$ cat src/rtl/dff_pipeline.sv
// dff_pipeline: enabled DEPTH-stage register pipeline with per-stage valid flags,
// synchronous flush and a running count of occupied stages.
module dff_pipeline #(
    parameter int WIDTH = 4,
    parameter int DEPTH = 2,
    parameter logic [WIDTH-1:0] RESET_VAL = '0
) (
    input  logic                       clk,
    input  logic                       reset,
    input  logic                       en,
    input  logic                       flush,
    input  logic [WIDTH-1:0]           d,
    input  logic                       d_valid,
    output logic [WIDTH-1:0]           q,
    output logic                       q_valid,
    output logic [$clog2(DEPTH+1)-1:0] count
);
    localparam int CW = $clog2(DEPTH + 1);
    logic [WIDTH-1:0] data [DEPTH];
    logic [DEPTH-1:0] vld;
    always_ff @(posedge clk) begin
        if (reset || flush) begin
            for (int i = 0; i < DEPTH; i++) data[i] <= RESET_VAL;
            vld   <= '0;
            count <= '0;
        end else if (en) begin
            data[0] <= d;
            vld[0]  <= d_valid;
            for (int i = 1; i < DEPTH; i++) begin
                data[i] <= data[i-1];
                vld[i]  <= vld[i-1];
            end
            // Modular arithmetic keeps the full-and-shifting case exact at DEPTH.
            count <= count + CW'(d_valid) - CW'(vld[DEPTH-1]);
        end
    end
    assign q       = data[DEPTH-1];
    assign q_valid = vld[DEPTH-1];
endmodule

$ cat config.mk
export PLATFORM = sky130hd
export DESIGN_NAME = dff_pipeline
export DESIGN_NICKNAME = d
export VERILOG_FILES = /design/src/rtl/dff_pipeline.sv
export SDC_FILE = /design/constraint.sdc
export NUM_CORES = 1
export LEC_CHECK = 0
export ABC_AREA = 1
export BUFFER_PORTS_ARGS = -buffer_cell sky130_fd_sc_hd__clkbuf_2
export CELL_PAD_IN_SITES_DETAIL_PLACEMENT = 0
export CELL_PAD_IN_SITES_GLOBAL_PLACEMENT = 1
export CORE_MARGIN = 2
export CORE_UTILIZATION = 38
export CTS_BUF_LIST = sky130_fd_sc_hd__clkbuf_4
export DETAILED_ROUTE_END_ITERATION = 8
export GPL_TIMING_DRIVEN = 0
export HOLD_SLACK_MARGIN = 0.1
export MAX_ROUTING_LAYER = met4
export PLACE_DENSITY_LB_ADDON = 0.3
export SLEW_MARGIN = 20
export SYNTH_ARGS = -nofsm -noshare
export SYNTH_HDL_FRONTEND = slang
export SYNTH_SLANG_ARGS = --single-unit
$ cat constraint.sdc
create_clock -name clk -period 1.66 [get_ports clk]
set_clock_uncertainty 0.2 [all_clocks]
set_input_delay 0.332 -clock clk [delete_from_list [all_inputs] [get_ports clk]]
set_output_delay 0.332 -clock clk [all_outputs]
set_load 0.01 [all_outputs]
==> results of run 1 <==
## final cells by class
type | count | area, µm²
multi-input combinational | 28 | 148.9
inverter | 14 | 52.55
buffer | 4 | 30.03
fill | 130 | 661.9
clock inverter | 1 | 3.754
clock buffer | 3 | 22.52
timing repair buffer | 15 | 75.07
tap | 15 | 18.77
sequential | 12 | 320.3
## per-stage QoR
step / utilization [%] / hold slack [ns]
after floorplan: - / 0.2501
after global placement: 48.41 / 0.2548
after detailed placement: 48.41 / 0.2590
after CTS: 50.38 / 0.1376
after global routing: 50.38 / 0.1421
final: 50.38 / 0.1477
## power by group through the flow
stage / registers (µW) / logic, µW / clock network [µW]
global placement: 340 / 51.1 / 0
floorplan: 340 / 30.0 / 0
detailed placement: 340 / 52.3 / 0
finish: 333 / 51.5 / 186
CTS: 333 / 52.5 / 197
global route: 335 / 59.6 / 217
## final timing paths
path | start | endpoint | slack [ns]
worst min-delay path | d[0] | data[0][0] | 0.15
worst max register to register | count[0] | count[1] | 0.16
worst min register to register | vld[0] | vld[1] | 0.27
worst max-delay path | count[0] | count[1] | 0.16
## metal layers
metal | global-route usage (%) | up-vias | share of wire (%) | wire length, µm
met4 | 11.25 | 0 | 1.4 | 11
li1 | - | 215 | - | -
met5 | - | - | 0 | 0
met2 | 14.06 | 12 | 41 | 314
met1 | 16.30 | 148 | 51 | 394
met3 | 3.879 | 2 | 6.8 | 53
## cells in the mapped netlist (all sizes together)
library cell,number
dfxtp,4
o21ai,3
ha,2
inv,14
nand2,6
edfxtp,8
nand4,1
nor2,13
nand3,3
buf,4
## worst register-to-register path: stages, from the launching register on
cell and delay, ns:
dfxtp_1 0.33, inv_1 0.06, ha_1 0.27, inv_1 0.04, ha_1 0.19, nand2_1 0.09, nand2_1 0.05, nor2_1 0.08
nor2_1 0.04, nor2_1 0.09
## kinds of logic after synthesis
| family | count (synthesis) | synth area share [%] |
|---|---|---|
| adder cells (fa/ha/maj) | 2 | 4.534 |
| flip-flops | 12 | 58.05 |
| AND/OR/NAND/NOR | 23 | 19.05 |
| buffers and inverters | 18 | 14.97 |
| AO/OA/AOI/OAI | 3 | 3.402 |
## flip-flops by register name (all words and copies together) (netlist names)
name / cells
data: 8
count: 2
vld: 2
==> impl_metrics.env, run 1 <==
export IMPL_outcome="finished, final reports clean"
export IMPL_hold_depth=3
export IMPL_syn_to_final_growth_pct=21.77
export IMPL_crit_family="adder cells"
export IMPL_cts_tree="yes"
export IMPL_finalSetupViolations=0
export IMPL_max_slew_margin_rel_pct=84.35
export IMPL_cts_setup_buffers=0
export IMPL_cts_buffers=3
export IMPL_max_freq_ghz=0.6675
export IMPL_cpPeakStageDelay_ns=0.33
export IMPL_grt_remaining_overflow=0
export IMPL_totalWireLength_um=774
export IMPL_worstPathRequired_ns=1.67
export IMPL_power_density_nw_per_um2=849.3
export IMPL_die_area_um2=1773
export IMPL_netlist_area_um2=551.8
export IMPL_finalCriticalPeriod_ns=1.498
export IMPL_cp_common_cell="nor2_1"
export IMPL_clkSlewWorstSetupHoldPaths_ns=0.08
export IMPL_p_sw_uw=130.3
export IMPL_finalPower_uw=570.6
export IMPL_num_rows=13
export IMPL_worstPathBufferInverterCount=2
export IMPL_drcViolationCount=0
export IMPL_report_final_slew_viol_count=0
export IMPL_internal_power_uw=440.3
export IMPL_leakagePower_uw=0.0003343
export IMPL_grt_pass1_wl_um=1497
export IMPL_antenna_cells=0
export IMPL_routedWlPerCell_um=8.413
export IMPL_slowest_stage="dfxtp_1"
export IMPL_die_w_um=42.11
export IMPL_crit_arrival_ns=1.51
export IMPL_viasPerCell=4.098
export IMPL_start_util_pct=41.37
export IMPL_r2r_cells=9
export IMPL_ir_drop_v=0.0003550
export IMPL_htree_levels=1
export IMPL_cts_root_buffer="clkbuf_4"
export IMPL_end_kind="flip-flop"
export IMPL_io_buffer_count=15
export IMPL_pwr_share_seq_pct=58.4
export IMPL_core_area_um2=1334
export IMPL_gp_congestion=0.6857
export IMPL_worstMarginPinSlew_ns=0.2340
export IMPL_yosys_warnings=0
export IMPL_hold_viol=0
export IMPL_critical_path_cell_chain="inv_1, ha_1, inv_1, ha_1, nand2_1, nand2_1, nor2_1, nor2_1, nor2_1"
export IMPL_post_cts_resized=0
export IMPL_path_class="flip-flop to flip-flop"
export IMPL_grt_usage_pct=12.22
export IMPL_drtPass1Iterations=3
export IMPL_synth_top_area_share_pct=43.54
export IMPL_path_depth=9
export IMPL_synthCells=58
export IMPL_tns_ns=0
export IMPL_dpl_cell_area_um2=645.6
export IMPL_avgSynthCellArea_um2=9.513
export IMPL_hpwl_um=564.1
export IMPL_cts_sinks=12
export IMPL_ys_top_cells_by_area="edfxtp_1, dfxtp_1, inv_1, nor2_1, buf_4"
export IMPL_stdcell_count=92
export IMPL_layout_commonest_cell="clkbuf_2"
export IMPL_final_area_um2=671.9
export IMPL_hold_class="input pin to flip-flop"
export IMPL_max_cap_viol_count=0
export IMPL_ys_types=13
export IMPL_grt_pass1_vias=333
export IMPL_initialDrtViolationCount=5
export IMPL_nets=89
export IMPL_synth_seq_cells=12
export IMPL_cts_hold_buf=0
export IMPL_cts_path_max_buffers=2
export IMPL_insertion_delay_ns=0.27
export IMPL_syn_nets=69
export IMPL_fp_dieH_um=42.11
export IMPL_antenna_found_initial=0
export IMPL_critPathMaxFanout=3
export IMPL_layout_drive_gt1_share_pct=33.77
export IMPL_grt_max_degree=11
export IMPL_finalCritPeriodShare_pct=90.24
export IMPL_setup_slack_ns=0.1620
export IMPL_yosysSeqAreaShare_pct=58.05
export IMPL_ant_nets=0
export IMPL_rsz0062_at_grt="false"
export IMPL_clockPowerShare_pct=32.6
export IMPL_swShare_pct=22.84
export IMPL_pre_cts_ws_ns=0.1624
export IMPL_critPathLaunchType="flip-flop"
export IMPL_place_inst=88
export IMPL_comb_power_share_pct=9.0
export IMPL_yosysTopAreaCell="edfxtp_1"
export IMPL_routed_via_count=377
export IMPL_top_level_ports=16
export IMPL_final_cell_mix="clkbuf_2, inv_1, nor2_1"
(Power assumes the default switching activity.)
==> run 2, diff against run 1 <==
--- a/config.mk
+++ b/config.mk
@@ -10,7 +10,7 @@
 export CELL_PAD_IN_SITES_DETAIL_PLACEMENT = 0
 export CELL_PAD_IN_SITES_GLOBAL_PLACEMENT = 1
 export CORE_MARGIN = 2
-export CORE_UTILIZATION = 38
+export CORE_UTILIZATION = 39
 export CTS_BUF_LIST = sky130_fd_sc_hd__clkbuf_4
 export DETAILED_ROUTE_END_ITERATION = 8
 export GPL_TIMING_DRIVEN = 0
==> constraint.sdc (replaced) <==
create_clock -name clk -period 1.8 [get_ports clk]
set_clock_uncertainty 0.2 [all_clocks]
set_input_delay 0.36 -clock clk [delete_from_list [all_inputs] [get_ports clk]]
set_output_delay 0.36 -clock clk [all_outputs]
set_load 0.01 [all_outputs]
==> impl_metrics.env, run 2 (synthesized netlist as in run 1, its figures left out) <==
export IMPL_outcome="finished, final reports clean"
export IMPL_cpPeakStageDelay_ns=0.33
export IMPL_report_final_slew_viol_count=0
export IMPL_die_w_um=41.62
export IMPL_ant_nets=0
export IMPL_post_cts_resized=0
export IMPL_viasPerCell=4.185
export IMPL_cts_sinks=12
export IMPL_rrSetupSlack_ns=0.26
export IMPL_tns_ns=0
export IMPL_final_cell_mix="clkbuf_2, inv_1, nor2_1"
export IMPL_final_area_um2=671.9
export IMPL_antenna_cells=0
export IMPL_path_class="flip-flop to flip-flop"
export IMPL_drcViolationCount=0
export IMPL_largestRegisters="data: 8 flops, count: 2 flops, vld: 2 flops"
export IMPL_num_rows=13
export IMPL_io_buffer_count=15
export IMPL_hold_class="input pin to flip-flop"
export IMPL_totalWireLength_um=749
export IMPL_setup_slack_ns=0.2622
export IMPL_largest_reg_flops=8
export IMPL_cts_path_max_buffers=2
export IMPL_max_slew_margin_rel_pct=84.52
export IMPL_max_cap_viol_count=0
export IMPL_clkSlewWorstSetupHoldPaths_ns=0.07
export IMPL_top_level_ports=16
export IMPL_regMostFlops="data"
export IMPL_place_inst=88
export IMPL_die_area_um2=1732
export IMPL_power_density_nw_per_um2=767.1
export IMPL_pre_cts_ws_ns=0.2618
export IMPL_cts_setup_buffers=0
export IMPL_start_util_pct=41.88
export IMPL_leakagePower_uw=0.0003343
export IMPL_cts_tree="yes"
export IMPL_critical_path_cell_chain="inv_1, ha_1, inv_1, ha_1, nand2_1, nand2_1, nor2_1, nor2_1, nor2_1"
export IMPL_grt_max_degree=11
export IMPL_htree_levels=1
export IMPL_layout_drive_gt1_share_pct=33.77
export IMPL_grt_pass1_vias=368
export IMPL_insertion_delay_ns=0.26
export IMPL_worstMarginPinSlew_ns=0.2315
export IMPL_drtPass1Iterations=4
export IMPL_core_area_um2=1318
export IMPL_gp_congestion=0.7606
export IMPL_hold_depth=3
export IMPL_fp_dieH_um=41.62
export IMPL_cts_buffers=3
export IMPL_routed_via_count=385
export IMPL_critPathMaxFanout=3
export IMPL_hold_viol=0
export IMPL_grt_usage_pct=11.51
export IMPL_finalCritPeriodShare_pct=85.43
export IMPL_stdcell_count=92
export IMPL_dpl_cell_area_um2=645.6
export IMPL_syn_to_final_growth_pct=21.77
export IMPL_fill_cells=135
export IMPL_layout_commonest_cell="clkbuf_2"
export IMPL_crit_arrival_ns=1.54
export IMPL_end_kind="flip-flop"
export IMPL_ir_drop_v=0.0004212
export IMPL_initialDrtViolationCount=7
export IMPL_critPathLaunchType="flip-flop"
export IMPL_slowest_stage="dfxtp_1"
export IMPL_cp_common_cell="nor2_1"
export IMPL_rsz0062_at_grt="false"
export IMPL_r2r_cells=9
export IMPL_finalCriticalPeriod_ns=1.538
export IMPL_nets=89
export IMPL_hpwl_um=591.3
export IMPL_routedWlPerCell_um=8.141
export IMPL_cts_root_buffer="clkbuf_4"
export IMPL_finalSetupViolations=0
export IMPL_cts_hold_buf=0
export IMPL_grt_remaining_overflow=0
export IMPL_max_freq_ghz=0.6503
export IMPL_antenna_found_initial=0
export IMPL_worstPathRequired_ns=1.80
export IMPL_grt_pass1_wl_um=1455
-- run 2: cell counts in the layout (fill, tap and decap cells not counted) --
Identical to the previous run, type by type.
-- run 2: layer usage --
layer  vias up  global-route usage, %  wire length (µm)
met5         -                      -                 0
met1       157                  12.96               340
li1        213                      -                 -
met4         0                  5.806                 6
met2        13                  16.88               349
met3         2                  5.652                52
-- run 2: critical path, delay by kind of cell, from the launching register on --
family	cells	cell delay, ns
buffers and inverters	2	0.10
adder cells (fa/ha/maj)	2	0.46
flip-flops	1	0.33
AND/OR/NAND/NOR	5	0.38
-- run 2: final timing paths --
kind,endpoint,start
worst max-delay path,count[1],count[0]
worst min-delay path,vld[0],d_valid
worst max register to register,count[1],count[0]
worst min register to register,vld[1],vld[0]
-- run 2: stage by stage --
stage	hold WS, ns	power, µW	utilization [%]
6_report	0.1691	515.4	51.00
5_1_grt	0.1828	547.2	51.00
4_1_cts	0.1658	521.1	51.00
3_5_place_dp	0.2731	362.2	49.00
3_3_place_gp	0.2614	360.8	49.00
2_1_floorplan	0.2501	341.5	-
-- run 2: layout make-up --
type | count | area [µm²] | share of cell area (%)
flip-flops and latches | 12 | 320.3 | 47.67
multi-input cells | 28 | 148.9 | 22.16
repair buffers | 15 | 75.07 | 11.17
inverters | 14 | 52.55 | 7.821
plain buffers | 4 | 30.03 | 4.469
clock buffers | 3 | 22.52 | 3.352
well taps | 15 | 18.77 | 2.793
clock inverters | 1 | 3.754 | 0.5587
-- run 2: power breakdown --
group          internal [µW]  leakage (µW)  switching [µW]  total, µW
Sequential               304      0.000125            3.08        308
Combinational           21.5      0.000194            26.2       47.6
Clock                   80.0     0.0000154            80.2        160
Total                    406      0.000334             109        515
